<file path="src/rtl/iob_bus_sel_ctrl.sv">
// Follower-selection controller in front of an IOb bus demux: decodes the follower from the
// top address bits and holds off requests that would let read responses come back out of order.
module iob_bus_sel_ctrl #(
  parameter int ADDR_W  = 32,
  parameter int DATA_W  = 32,
  parameter int N       = 2,
  parameter int NB      = $clog2(N),
  parameter int MAX_OUT = 4
) (
  input  logic                clk_i,
  input  logic                cke_i,
  input  logic                rst_i,
  // manager side
  input  logic                m_valid_i,
  input  logic [ADDR_W-1:0]   m_addr_i,
  input  logic [DATA_W-1:0]   m_wdata_i,
  input  logic [DATA_W/8-1:0] m_wstrb_i,
  output logic [DATA_W-1:0]   m_rdata_o,
  output logic                m_rvalid_o,
  output logic                m_ready_o,
  // downstream side
  output logic                d_valid_o,
  output logic [ADDR_W-1:0]   d_addr_o,
  output logic [DATA_W-1:0]   d_wdata_o,
  output logic [DATA_W/8-1:0] d_wstrb_o,
  input  logic [DATA_W-1:0]   d_rdata_i,
  input  logic                d_rvalid_i,
  input  logic                d_ready_i,
  output logic [NB-1:0]       d_sel_o,
  output logic                busy_o,
  output logic                err_o
);

  localparam int CNT_W = $clog2(MAX_OUT + 1);
  localparam logic [CNT_W-1:0]    CNT_ZERO   = {CNT_W{1'b0}};
  localparam logic [CNT_W-1:0]    CNT_ONE    = CNT_W'(1);
  localparam logic [CNT_W-1:0]    CNT_MAX    = CNT_W'(MAX_OUT);
  localparam logic [DATA_W/8-1:0] WSTRB_ZERO = {(DATA_W/8){1'b0}};

  // Address codes beyond the last follower are folded onto the last follower.
  function automatic logic [NB-1:0] clamp_sel(input logic [NB-1:0] raw);
    logic [NB-1:0] res;
    if ({1'b0, raw} >= (NB+1)'(N)) begin
      res = NB'(N - 1);
    end else begin
      res = raw;
    end
    return res;
  endfunction

  logic [CNT_W-1:0] cnt_r;
  logic [CNT_W-1:0] cnt_nxt_s;
  logic [NB-1:0]    sel_r;
  logic [NB-1:0]    sel_nxt_s;
  logic             err_r;
  logic             err_nxt_s;
  logic             busy_r;
  logic [NB-1:0]    dsel_s;
  logic             is_read_s;
  logic             stall_s;
  logic             accept_s;
  logic             acc_read_s;
  logic             resp_dec_s;

  // Decode, stall and handshake qualification.
  always_comb begin
    dsel_s     = clamp_sel(m_addr_i[ADDR_W-1 -: NB]);
    is_read_s  = (m_wstrb_i == WSTRB_ZERO);
    stall_s    = ((cnt_r != CNT_ZERO) && (dsel_s != sel_r)) ||
                 (is_read_s && (cnt_r == CNT_MAX) && !d_rvalid_i);
    accept_s   = m_valid_i && !stall_s && d_ready_i;
    acc_read_s = accept_s && is_read_s;
    resp_dec_s = d_rvalid_i && (cnt_r != CNT_ZERO);
  end

  // Next-state for outstanding count, last follower and sticky error.
  always_comb begin
    cnt_nxt_s = cnt_r;
    case ({acc_read_s, resp_dec_s})
      2'b10:   cnt_nxt_s = cnt_r + CNT_ONE;
      2'b01:   cnt_nxt_s = cnt_r - CNT_ONE;
      default: cnt_nxt_s = cnt_r;
    endcase
    if (accept_s) begin
      sel_nxt_s = dsel_s;
    end else begin
      sel_nxt_s = sel_r;
    end
    // A response with nothing outstanding is a protocol violation downstream.
    if (d_rvalid_i && (cnt_r == CNT_ZERO)) begin
      err_nxt_s = 1'b1;
    end else begin
      err_nxt_s = err_r;
    end
  end

  // State register; reset wins over the clock enable.
  always_ff @(posedge clk_i) begin
    if (rst_i) begin
      cnt_r  <= CNT_ZERO;
      sel_r  <= {NB{1'b0}};
      err_r  <= 1'b0;
      busy_r <= 1'b0;
    end else if (cke_i) begin
      cnt_r  <= cnt_nxt_s;
      sel_r  <= sel_nxt_s;
      err_r  <= err_nxt_s;
      busy_r <= (cnt_nxt_s != CNT_ZERO);
    end
  end

  // Zero-latency pass-through paths and output mapping.
  always_comb begin
    d_sel_o    = dsel_s;
    d_valid_o  = m_valid_i && !stall_s;
    m_ready_o  = d_ready_i && !stall_s;
    d_addr_o   = m_addr_i;
    d_wdata_o  = m_wdata_i;
    d_wstrb_o  = m_wstrb_i;
    m_rdata_o  = d_rdata_i;
    m_rvalid_o = d_rvalid_i;
    busy_o     = busy_r;
    err_o      = err_r;
  end

endmodule
</file>
<file path="config.mk">
export PLATFORM = sky130hd
export DESIGN_NAME = iob_bus_sel_ctrl
export DESIGN_NICKNAME = d
export VERILOG_FILES = /design/src/rtl/iob_bus_sel_ctrl.sv
export SDC_FILE = /design/constraint.sdc
export NUM_CORES = 1
export LEC_CHECK = 0
export ABC_AREA = 0
export CAP_MARGIN = 20
export CELL_PAD_IN_SITES_DETAIL_PLACEMENT = 1
export CELL_PAD_IN_SITES_GLOBAL_PLACEMENT = 1
export CORE_UTILIZATION = 11
export CTS_CLUSTER_DIAMETER = 200
export DETAILED_ROUTE_END_ITERATION = 8
export HOLD_SLACK_MARGIN = 0.02
export PLACE_DENSITY = 0.82
export SYNTH_ARGS = -nofsm -noshare
export SYNTH_HDL_FRONTEND = slang
export SYNTH_SLANG_ARGS = --single-unit
</file>
<file path="constraint.sdc">
create_clock -name clk_i -period 2.4 [get_ports clk_i]
set_input_delay 0.48 -clock clk_i [delete_from_list [all_inputs] [get_ports clk_i]]
set_output_delay 0.48 -clock clk_i [all_outputs]
set_load 0.01 [all_outputs]
</file>
==> flow_metrics.py, run 1 <==
metrics = {
    "route": {
        "drt-total-wl_um": 2090,
        "vias": 522,
        "dr.pass1.iters": 3,
        "drc": 0,
        "wire_per_inst_um": 9.95,
        "viasPerCell": 2.49,
        "ant_nets": 0,
        "dr.first_iter.drc_count": 10,
    },
    "worst_setup_path": {
        "r2r_end": "busy_o$_SDFFE_PP0P_",
        "worstSetupStartpoint": "m_addr_i[31]",
        "crit_fanout": 3,
        "reg2reg_depth": 9,
        "cp.arrival_ns": 2.38,
        "timing.rr.start": "cnt_r[0]$_SDFFE_PP0P_",
        "rrSetupSlack_ns": 0.16,
        "critical_path_class": "input port to register",
        "crit_required_ns": 2.50,
        "startpoint_type": "input port",
        "endpoint": "busy_o$_SDFFE_PP0P_",
        "end_kind": "register",
    },
    "floorplan": {
        "io_pins": 212,
        "placementRows": 37,
        "die-area_um2": 10900,
        "die_x_um": 105,
        "core_area_um2": 10300,
        "start_util": 0.113,
        "die_y_um": 105,
    },
    "timing": {
        "finalWorstSetupSlack_ns": 0.126,
        "min_period_ns": 2.27,
        "slew_viol_final": 0,
        "fin_skew_ns": 0.00118,
        "worstMarginPinSlew_ns": 0.402,
        "hold_violations": 0,
        "slew-limit-headroom": 0.730,
        "max_freq_ghz": 0.440,
        "min_period_over_period": 0.947,
        "setup_violations": 0,
    },
    "synthesis": {
        "synth-seq-area-share": 0.104,
        "synth_cell_types": 26,
        "yosysWarnings": 0,
        "yosysTopAreaCell": "buf_4",
        "syn-num-nets": 255,
        "syn_area_per_cell_um2": 7.87,
        "postSynthCellCount": 147,
        "synth_top_area_frac": 0.662,
        "synth.ff_latch_count": 6,
        "synth_area_um2": 1160,
        "synth_area_leaders": "buf_4 (66%), dfxtp_1 (10%), fa_1 (1.7%)",
    },
    "final_layout": {
        "final_nets": 184,
        "fin_area_um2": 910,
        "drive_above_1_share": 0.216,
        "diodes": 0,
        "area_growth_pct": -21.4,
        "n_fill_cell": 1224,
        "final_cell_mix": "clkdlybuf4s50_1 (13), dfxtp_1 (6), inv_1 (5), buf_4 (5)",
        "final_common_cell": "clkdlybuf4s50_1",
    },
    "clocking": {
        "clkTransAtPathRegs_ns": 0.04,
        "clock_path_buffers": 2,
        "cts_buffers": 3,
        "clock_latency_ns": 0.23,
        "clock_sinks": 6,
        "cts_tree": "built",
        "htree_levels": 1,
        "cts_root_buffer": "clkbuf_8",
    },
    "placed_design": {
        "pre_cts_ws_ns": -0.453,
        "dpl_cell_area_um2": 802,
        "io_buffer_count": 21,
        "place.gp.congestion": 0.691,
        "dp_hpwl_um": 1590,
    },
    "worst_hold_path": {
        "hp-class": "register to register",
    },
    "global_route": {
        "gr-usage-all-layers": 0.0366,
        "antenna_found_initial": 0,
        "grt-ovfl-total": 0,
        "grt_max_degree": 9,
        "grt_pass1_vias": 600,
        "grt_pass1_wl_um": 2970,
    },
    "power_and_ir_drop": {
        "p_leak_uw": 0.000318,
        "power.density_nw_per_um2": 370,
        "irDropWorstVdd_v": 0.0000900,
    },
    "outcome": {
        "outcome": "finished, final reports clean",
    },
    "job": {
        "maxCapViolCount": 0,
    },
}
worst min-delay path by stage:
| stage | depth (start not counted) | start | endpoint | slack [ns] |
|---|---|---|---|---|
| after floorplan | 2 | sel_r$_SDFFE_PP0P_ | sel_r$_SDFFE_PP0P_ | 0.46 |
| after global placement | 2 | err_o$_SDFFE_PP0P_ | err_o$_SDFFE_PP0P_ | 0.47 |
| after detailed placement | 2 | err_o$_SDFFE_PP0P_ | err_o$_SDFFE_PP0P_ | 0.49 |
| after CTS | 2 | err_o$_SDFFE_PP0P_ | err_o$_SDFFE_PP0P_ | 0.49 |
| after global routing | 2 | err_o$_SDFFE_PP0P_ | err_o$_SDFFE_PP0P_ | 0.53 |
| final | 2 | err_o$_SDFFE_PP0P_ | err_o$_SDFFE_PP0P_ | 0.48 |
metrics by stage:
step	hold slack (ns)	power, uW	utilization	setup TNS, ns	std cells
after floorplan	0.463	300	-	0	147
after CTS	0.492	341	0.0850	-0.0554	209
final	0.476	337	0.0885	0	210
after detailed placement	0.486	178	0.0780	-1.24	206
after global placement	0.473	177	0.0780	-1.01	206
after global routing	0.526	350	0.0885	-0.0543	210
final cells by class:
class	count	area (um^2)	area share
multi-input combinational	34	307	0.337
timing repair buffer	26	253	0.278
sequential	6	120	0.132
inverter	5	18.8	0.0206
clock buffer	3	41.3	0.0454
tap	136	170	0.187
registers in the layout (all words and copies together), names as in the netlist:
signal,count
cnt_r,3
busy_o,1
err_o,1
sel_r,1
critical path: stages:
cell	delay, ns
dlygate4sd2_1	0.27
xor2_2	0.20
o21ai_1	0.08
nand4_1	0.10
ha_2	0.18
inv_1	0.05
fa_2	0.55
nand4b_1	0.14
mux2i_2	0.22
o32ai_2	0.10
power breakdown:
group | switching [uW] | internal [uW] | total [uW]
Clock | 50.7 | 108 | 159
Combinational | 30.4 | 41.1 | 71.5
Sequential | 2.77 | 103 | 106
logic make-up after synthesis:
kind of cell / count (synthesis) / synth area share
compound gates: 10 / 0.0595
xor+xnor: 3 / 0.0227
fa+ha+maj: 2 / 0.0281
buf+inv: 107 / 0.678
flops: 6 / 0.104
mux: 2 / 0.0173
simple gates: 17 / 0.0908
timing repair:
item,CTS,global route
setup endpoints to repair,4,4
pin swaps,6,6
gates resized for setup,11,7
hold buffers,0,0
hold endpoints to repair,0,0
buffers inserted,0,1
cloned,0,0
routing by layer:
| metal | GRT usage | share of wire |
|---|---|---|
| met1 | 0.0260 | 0.30 |
| met2 | 0.0605 | 0.49 |
| met3 | 0.0200 | 0.13 |
| met4 | 0.0483 | 0.077 |
| met5 | 0 | 0 |
Yosys cell counts:
master,count
and2_1,1
nor3_1,2
inv_1,5
dfxtp_1,6
a31oi_1,1
nor4_1,1
nand4bb_1,1
nand4_1,2
a21o_1,1
and2b_1,1
a211o_1,1
a21oi_1,1
fa_1,1
nand2b_1,3
ha_1,1
xnor2_1,1
mux2i_1,2
o21ai_0,2
a211oi_1,1
xor2_1,2
nand4b_1,1
nor2_1,3
o32ai_1,1
or3_1,2
a21boi_0,2
buf_4,102
Note: power is estimated with default switching activity, not from simulation.
==> inputs of run 2 (changes only) <==
Settings changed: CELL_PAD_IN_SITES_DETAIL_PLACEMENT 1 to 2, CELL_PAD_IN_SITES_GLOBAL_PLACEMENT 1 to 2, CORE_UTILIZATION 11 to 10, PLACE_DENSITY 0.82 to 0.95.
==> run 2 against run 1 <==
  * Via count is 8.6% higher
  * Non-clock buffer count up 2
  * Combinational power is 1% higher
  * Clock-buffer cell count stayed put
  * Clock power increased by 73%
  * Cell count up 2.9%
  * Wire length increased by 14%
  * Clock skew rose by 0.00097 ns
  * Critical path type unchanged
  * Largest cell class unchanged
==> flow_metrics.py, run 2 (synthesis gave the netlist of run 1 again) <==
metrics = {
    "outcome": {
        "outcome": "finished, final reports clean",
    },
    "placed_design": {
        "dp_hpwl_um": 1830,
        "place.gp.congestion": 0.685,
        "dp.cells": 211,
        "io_buffer_count": 21,
    },
    "route": {
        "wire_per_inst_um": 11.0,
        "dr.first_iter.drc_count": 33,
        "vias": 567,
        "ant_nets": 0,
        "viasPerCell": 2.63,
        "drc": 0,
        "dr.pass1.iters": 2,
        "drt-total-wl_um": 2390,
    },
    "clocking": {
        "cts_buffers": 3,
        "cts_tree": "built",
        "clock_sinks": 6,
        "clock_latency_ns": 0.23,
        "clkTransAtPathRegs_ns": 0.03,
        "cts_hold_buf": 0,
        "htree_levels": 1,
        "clock_path_buffers": 2,
        "cts_root_buffer": "clkbuf_16",
    },
    "power_and_ir_drop": {
        "p_seq_frac": 0.234,
        "power_uw": 454,
        "internal-power_uw": 358,
        "p_clk_frac": 0.606,
        "power.net_switching_uw": 95.7,
        "p_comb_frac": 0.160,
        "p_leak_uw": 0.000319,
        "power.density_nw_per_um2": 489,
        "irDropWorstVdd_v": 0.000144,
        "swShare": 0.211,
    },
    "final_layout": {
        "n_fill_cell": 1291,
        "area_growth_pct": -19.9,
        "largest_reg_flops": 3,
        "final_common_cell": "clkdlybuf4s50_1",
        "final_nets": 186,
        "final_cell_mix": "clkdlybuf4s50_1 (13), dlygate4sd2_1 (7), buf_4 (7), dfxtp_1 (6), inv_1 (4)",
        "drive_above_1_share": 0.224,
        "diodes": 0,
        "final_cells": 216,
        "largest_register": "cnt_r",
    },
    "worst_setup_path": {
        "cpPeakStageDelay_ns": 0.36,
        "startpoint_type": "input port",
        "crit_required_ns": 2.51,
        "crit_slowest_cell": "fa_2",
        "crit_fanout": 3,
        "crit_top_cell": "xor2_2",
        "cp_top_family": "adder cells",
        "cp.arrival_ns": 2.42,
        "end_kind": "register",
        "path_buf_inv": 3,
        "crit_chain": "dlygate4sd2_1 -> xor2_2 -> o21ai_1 -> nand4_1 -> ha_2 -> inv_2 -> fa_2 -> xor2_2 -> buf_4 -> mux2i_1 -> o32ai_1",
        "critical_path_class": "input port to register",
    },
    "global_route": {
        "gr-usage-all-layers": 0.0385,
        "antenna_found_initial": 0,
        "grt-ovfl-total": 0,
        "grt_pass1_vias": 665,
        "grt_pass1_wl_um": 3390,
        "grt_max_degree": 9,
    },
    "job": {
        "maxCapViolCount": 0,
    },
    "timing": {
        "slew-limit-headroom": 0.751,
        "worstMarginPinSlew_ns": 0.370,
        "hold_violations": 0,
        "rsz0062_at_grt": "no",
        "fin_skew_ns": 0.00214,
        "max_freq_ghz": 0.433,
        "holdWs_ns": 0.481,
        "slew_viol_final": 0,
        "min_period_over_period": 0.963,
        "min_period_ns": 2.31,
        "setup_violations": 0,
    },
    "floorplan": {
        "core_area_um2": 11100,
        "die_y_um": 110,
        "die_x_um": 110,
        "start_util": 0.104,
        "die-area_um2": 12000,
        "placementRows": 38,
        "io_pins": 212,
    },
    "worst_hold_path": {
        "hp-class": "register to register",
    },
}
## run 2: cell count changes in the layout (fill, tap and decap cells not counted), moves of 2 or more
cell / delta
clkbuf_8: -3
buf_4: +2
dlygate4sd2_1: +3
clkbuf_16: +3
dlymetal6s2s_1: -3
## run 2: through the flow
step	instance area (um^2)	util	TNS, ns	setup slack [ns]
after floorplan	1160	-	0	0.278
after global placement	815	0.0735	-0.770	-0.253
final	927	0.0837	0	0.0885
after CTS	925	0.0835	0	0.0365
after global routing	927	0.0837	0	0.00483
after detailed placement	815	0.0735	-1.42	-0.493
## run 2: area by class of cell
cell class / instances / area [um^2] / share of cell area
clock buffer: 3 / 75.1 / 0.0810
inverter: 5 / 18.8 / 0.0202
multi-input combinational: 34 / 282 / 0.304
sequential: 6 / 120 / 0.130
tap: 140 / 175 / 0.189
timing repair buffer: 28 / 256 / 0.277
## run 2: worst reg2reg max path: cells and delay by family, from the launching register on
family,cells,cell delay (ns)
xor+xnor,1,0.21
compound gates,2,0.23
simple gates,2,0.59
fa+ha+maj,2,0.41
mux,1,0.17
buf+inv,2,0.20
flops,1,0.35
## run 2: worst paths after layout
check | from | end | cells after the start | slack [ns]
hold / removal | err_o$_SDFFE_PP0P_ | err_o$_SDFFE_PP0P_ | 2 | 0.48
setup / recovery | m_addr_i[31] | busy_o$_SDFFE_PP0P_ | 11 | 0.09
setup reg to reg | cnt_r[2]$_SDFFE_PP0P_ | busy_o$_SDFFE_PP0P_ | 10 | 0.12
hold reg to reg | err_o$_SDFFE_PP0P_ | err_o$_SDFFE_PP0P_ | 2 | 0.48
## run 2: timing repair
action	4_1_cts	5_1_grt
buffers inserted	2	0
resized for setup	16	1
pin swaps	10	6
endpoints found under the setup margin	4	2
## run 2: power by group through the flow
stage	clock, uW	sequential (uW)	combinational [uW]
6_report	275	106	72.5
5_1_grt	284	107	78.3
4_1_cts	274	106	73.8
3_5_place_dp	0	107	73.8
3_3_place_gp	0	107	70.4
2_1_floorplan	0	107	192
## run 2: layer usage
layer / up-vias / global-route usage / part of all wire
li1: 224 / - / -
met1: 273 / 0.0302 / 0.29
met2: 29 / 0.0606 / 0.48
met3: 41 / 0.0154 / 0.11
met4: 0 / 0.0590 / 0.11
met5: - / 0 / 0
